`config.mk`:
```
export PLATFORM = sky130hd
export DESIGN_NAME = uart_sample_framer
export DESIGN_NICKNAME = d
export VERILOG_FILES = /design/src/rtl/uart_sample_framer.sv
export SDC_FILE = /design/constraint.sdc
export NUM_CORES = 1
export LEC_CHECK = 0
export CORE_MARGIN = 10
export CORE_UTILIZATION = 38
export CTS_CLUSTER_SIZE = 16
export DETAILED_ROUTE_END_ITERATION = 6
export GPL_TIMING_DRIVEN = 0
export RECOVER_POWER = 100
export SLEW_MARGIN = 20
export SYNTH_ARGS = -nofsm -noshare
export SYNTH_HDL_FRONTEND = slang
export SYNTH_SLANG_ARGS = --single-unit
```
`constraint.sdc`:
```
create_clock -name i_clk -period 3.8 [get_ports i_clk]
set_input_delay 0.38 -clock i_clk [delete_from_list [all_inputs] [get_ports i_clk]]
set_output_delay 0.38 -clock i_clk [all_outputs]
set_load 0.02 [all_outputs]
```
`src/rtl/uart_sample_framer.sv`:
```
// uart_sample_framer: buffers I/Q sample pairs in a FIFO and serialises each
// pair into a 6-byte frame (SYNC, I_hi, I_lo, Q_hi, Q_lo, CHK) over a
// stb/data/ack byte handshake. Samples arriving while full are dropped and counted.
module uart_sample_framer #(
  parameter int unsigned SAMPLE_WIDTH = 12,
  parameter int unsigned FIFO_DEPTH   = 16,
  parameter logic [7:0]  SYNC_BYTE    = 8'hA5
) (
  input  logic                          i_clk,
  input  logic                          i_rst_n,
  input  logic                          i_valid,
  input  logic [SAMPLE_WIDTH-1:0]       i_sample_i,
  input  logic [SAMPLE_WIDTH-1:0]       i_sample_q,
  output logic                          o_stb,
  output logic [7:0]                    o_data,
  input  logic                          i_ack,
  output logic [$clog2(FIFO_DEPTH):0]   o_fifo_level,
  output logic [15:0]                   o_drop_count,
  output logic                          o_busy
);

  localparam int unsigned PW = $clog2(FIFO_DEPTH);
  localparam int unsigned LW = PW + 1;

  typedef enum logic {S_IDLE, S_SEND} state_t;

  state_t                    state, state_n;
  logic [2*SAMPLE_WIDTH-1:0] mem [FIFO_DEPTH];
  logic [PW-1:0]             wr_ptr, rd_ptr;
  logic [LW-1:0]             level_n;
  logic [15:0]               frm_i, frm_q;
  logic [2:0]                idx;
  logic                      pop, push, advance, last;

  function automatic logic [15:0] sext(input logic [SAMPLE_WIDTH-1:0] s);
    logic [15:0] r;
    r = {16{s[SAMPLE_WIDTH-1]}};
    r[SAMPLE_WIDTH-1:0] = s;
    return r;
  endfunction

  function automatic logic [7:0] frame_byte(input logic [2:0] k,
                                            input logic [15:0] fi,
                                            input logic [15:0] fq);
    logic [7:0] b;
    b = '0;
    case (k)
      3'd0:    b = SYNC_BYTE;
      3'd1:    b = fi[15:8];
      3'd2:    b = fi[7:0];
      3'd3:    b = fq[15:8];
      3'd4:    b = fq[7:0];
      3'd5:    b = fi[15:8] ^ fi[7:0] ^ fq[15:8] ^ fq[7:0];
      default: b = '0;
    endcase
    return b;
  endfunction

  // Next-state, pop/advance decisions, FIFO push and next level.
  always_comb begin
    state_n = state;
    pop     = 1'b0;
    advance = 1'b0;
    last    = (idx == 3'd5);
    case (state)
      S_IDLE: begin
        if (o_fifo_level != '0) begin
          pop     = 1'b1;
          state_n = S_SEND;
        end
      end
      S_SEND: begin
        if (i_ack) begin
          if (!last)                    advance = 1'b1;
          else if (o_fifo_level != '0)  pop     = 1'b1;
          else                          state_n = S_IDLE;
        end
      end
      default: state_n = S_IDLE;
    endcase
    // A pop in the same cycle frees a slot, so a full FIFO still accepts.
    push = i_valid && ((o_fifo_level != LW'(FIFO_DEPTH)) || pop);
    case ({push, pop})
      2'b10:   level_n = o_fifo_level + LW'(1);
      2'b01:   level_n = o_fifo_level - LW'(1);
      default: level_n = o_fifo_level;
    endcase
  end

  // State register.
  always_ff @(posedge i_clk) begin
    if (!i_rst_n) state <= S_IDLE;
    else          state <= state_n;
  end

  // FIFO storage; contents need no reset since pointers gate validity.
  always_ff @(posedge i_clk) begin
    if (push) mem[wr_ptr] <= {i_sample_q, i_sample_i};
  end

  // FIFO pointers, level, drop counter and busy flag.
  always_ff @(posedge i_clk) begin
    if (!i_rst_n) begin
      wr_ptr       <= '0;
      rd_ptr       <= '0;
      o_fifo_level <= '0;
      o_drop_count <= '0;
      o_busy       <= 1'b0;
    end else begin
      if (push) wr_ptr <= wr_ptr + PW'(1);
      if (pop)  rd_ptr <= rd_ptr + PW'(1);
      o_fifo_level <= level_n;
      if (i_valid && !push && (o_drop_count != '1))
        o_drop_count <= o_drop_count + 16'd1;
      // Computed from next values so busy lines up with registered state/level.
      o_busy <= (state_n != S_IDLE) || (level_n != '0);
    end
  end

  // Frame register and byte output; popping loads B0 directly so frames run back-to-back.
  always_ff @(posedge i_clk) begin
    if (!i_rst_n) begin
      o_stb  <= 1'b0;
      o_data <= '0;
      idx    <= '0;
      frm_i  <= '0;
      frm_q  <= '0;
    end else if (pop) begin
      frm_i  <= sext(mem[rd_ptr][SAMPLE_WIDTH-1:0]);
      frm_q  <= sext(mem[rd_ptr][2*SAMPLE_WIDTH-1:SAMPLE_WIDTH]);
      o_stb  <= 1'b1;
      o_data <= SYNC_BYTE;
      idx    <= '0;
    end else if (advance) begin
      o_data <= frame_byte(idx + 3'd1, frm_i, frm_q);
      idx    <= idx + 3'd1;
    end else if (state_n == S_IDLE) begin
      o_stb  <= 1'b0;
    end
  end

endmodule

```
==> results of run 1 <==
-- layer usage --
layer | global-route usage | up-vias | part of all wire
met1 | 0.2043 | 5178 | 0.44
met4 | 0.04583 | 2 | 0.022
li1 | - | 4369 | -
met5 | 0 | - | 0.00016
met2 | 0.2456 | 310 | 0.48
met3 | 0.02916 | 63 | 0.059
-- worst max path at each step --
stage | from | endpoint | slack, ns | cells after the start
global route | o_fifo_level[0] | o_fifo_level[4] | 0.06 | 9
floorplan | idx[0] | mem[3][0] | 0.26 | 5
global placement | i_ack | mem[2][22] | -2.67 | 5
finish | o_fifo_level[0] | o_fifo_level[4] | 0.22 | 9
detailed placement | i_ack | mem[2][22] | -0.19 | 8
CTS | idx[0] | mem[0][0] | 0.09 | 8
-- layout make-up --
cell class	instances	area share
plain buffers	57	0.01112
multi-input cells	479	0.2314
inverters	12	0.002107
well taps	607	0.03553
clock inverters	29	0.01580
clock buffers	59	0.05812
repair buffers	83	0.04372
flip-flops and latches	451	0.6022
-- metrics by stage --
stage / std cells / area (um^2)
after CTS: 1777 / 21510
after global placement: 1663 / 19400
final: 1777 / 21380
after floorplan: 999 / 18070
after global routing: 1777 / 21380
after detailed placement: 1689 / 19930
-- worst max-delay path: stages, from the launching register on --
cell and delay [ns]:
dfxtp_1 0.40, or4_4 0.61, o22ai_1 0.65, clkbuf_1 0.52
nor2_1 0.22, fa_1 0.45, a21o_1 0.22, a221oi_1 0.24
a211oi_1 0.12, nand4_1 0.11
-- flip-flops by register name, indices dropped and copies added, names as in the netlist --
register	cells
o_stb	1
o_drop_count	16
o_busy	1
o_data	8
frm_i	12
frm_q	12
state	1
wr_ptr	4
mem	384
o_fifo_level	5
idx	3
rd_ptr	4
-- cell families after synthesis --
| family | Yosys count | synth area share |
|---|---|---|
| xor gates and xnor gates | 27 | 0.01475 |
| and+or+nand+nor | 166 | 0.04744 |
| muxes | 152 | 0.1507 |
| DFF | 451 | 0.7125 |
| AOI/OAI and AO/OA | 118 | 0.04703 |
| buffers and inverters | 69 | 0.01607 |
| adders and majority gates | 16 | 0.01150 |
-- placed cells by master (no fill, tap or decap), drive strengths merged, types with 8 or more instances in the layout --
| cell type | synthesis | layout |
|---|---|---|
| o221ai | 26 | 26 |
| o31ai | 8 | 8 |
| xnor2 | 17 | 17 |
| clkbuf | 34 | 107 |
| o21ai | 11 | 11 |
| a21oi | 29 | 29 |
| dlygate4sd3 | 0 | 55 |
| edfxtp | 384 | 384 |
| nor2 | 27 | 27 |
| inv | 10 | 11 |
| mux4 | 96 | 96 |
| nand2 | 35 | 35 |
| nor3 | 9 | 9 |
| clkinv | 2 | 19 |
| nand4 | 11 | 11 |
| xor2 | 8 | 8 |
| buf | 23 | 35 |
| or4 | 10 | 10 |
| ha | 15 | 15 |
| and3 | 8 | 8 |
| mux2i | 56 | 56 |
| nand3 | 43 | 43 |
| dfxtp | 67 | 67 |
-- timing repair --
action                     CTS  global route
gates resized for setup      0             2
hold buffers                 0             0
setup endpoints to repair    0            14
-- report_power, final --
| group | total [uW] | leakage (uW) | internal [uW] | switching, uW |
|---|---|---|---|---|
| sequential | 5800 | 0.00402 | 5600 | 198 |
| combinational | 2630 | 0.00201 | 1150 | 1470 |
| clock | 4710 | 0.000764 | 2800 | 1900 |
==> metrics.txt, run 1 <==
latest clock arrival within the worst-skew pair slightly below 0.6 ns; Die X approximately 240 um; FF+latch area about 13000 um^2; vias in the first global route around 10k; via count roughly 9.9k; fillers ~4.0k; CTS buffer count 48; RePlAce Congestion ~0.85; H-tree levels 2; Ys Warns 0; Slew Limit Fails 0; Post-synth top cells 384 x edfxtp_1, 96 x mux4_2, 67 x dfxtp_1; # Max-Cap Violations 0; min Tclk post-route between 3 and 4 ns; RSZ-0062 raised after global routing false; Clock Path Buffers 3; GRT overflow 0; power density cells ~610 nW/um^2; global-route wire length before repair about 65 mm; reg2reg start o_fifo_level[0]; wire per inst 24.14 um; CTS Root Cell clkbuf_16; ranking of synthesized cells by area edfxtp_1 64%, mux4_2 12%, dfxtp_1 7.4%; Detailed Routing Iterations Pass 1 5; IO buf count 57; critical path type reg2reg; initial antenna violation count 1; Net Count, Synth ~1.0k; Slew headroom 0.2281; Starting Density 0.3864; CTS tree yes; I/O Pins between 50 and 60; Area growth syn-to-layout 18.33%; HPWL after DPL a little under 30 mm; Final Util 0.4572; hold endpoint o_drop_count[2]; worst slew pin tran 1.157 ns; Distinct cells, synth 52; DR vias/cell 5.584; Synth Register Bits roughly 450; hold-critical path depth 3; CP max FO 10; area of the multi-input gates about 4900 um^2; CP Launch Type register; Final Hold Violating Endpoints 0; Hold Crit Class in2reg; setup ws final between 0.2 and 0.25 ns; Synth top area share 0.6383; Setup Fix Bufs, Post-CTS 0; most common cell in the netlist edfxtp_1; post-synthesis sequential area ratio 0.7125; Residual DRC 0; Mapped Area roughly 18000 um^2; Die H between 200 and 250 um; f_max roughly 280 MHz; worst vdd ir between 300 and 400 uV; antenna cells 0; Post-Syn Instances 999; Worst setup EP type register; Clock transition at path regs around 0.06 ns; Post-synth EDFFs roughly 380; Setup violations, final 0; share of post-route cells with drive strength above 1 0.1889; Antenna Violating Nets Remaining 0; CP Data Required Time between 4 and 5 ns; Die ar. roughly 57000 um^2; clock skew between 0.015 and 0.02 ns; Tcrit/Tclk final 0.9427; ys async rst share 0; status finished clean; TNS Setup 0 ns; Tot Pwr 13130 uW; Worst Hold Slack a little under 0.3 ns; Reg2Reg Setup Slack ~0.22 ns; Hold Startpoint i_rst_n; Core ar. ~47000 um^2; First DRT Iteration DRCs 844; Critical R2R Capture o_fifo_level[4]; dpl ws -0.1851 ns; Synth Area per Inst between 15 and 20 um^2; clk sink count between 400 and 500; pin count of the biggest net entering global routing 19; Synth Flop Type edfxtp_1; WP data arrival about 4.1 ns; nets around 1.2k; Worst R2R Path Depth 9; Total GRT Usage 0.1517; Post-Route WL roughly 43 mm; row cnt 79; cell taking the most area after synthesis edfxtp_1; leakage slightly below 0.007 uW
Power figures use the tool's default switching activity.
==> run 2, diff against run 1 <==
Settings changed: ABC_CLOCK_PERIOD_IN_PS set to 3800.
==> results of run 2 <==
The final DEF is identical to that of run 1; final timing and power are the same.
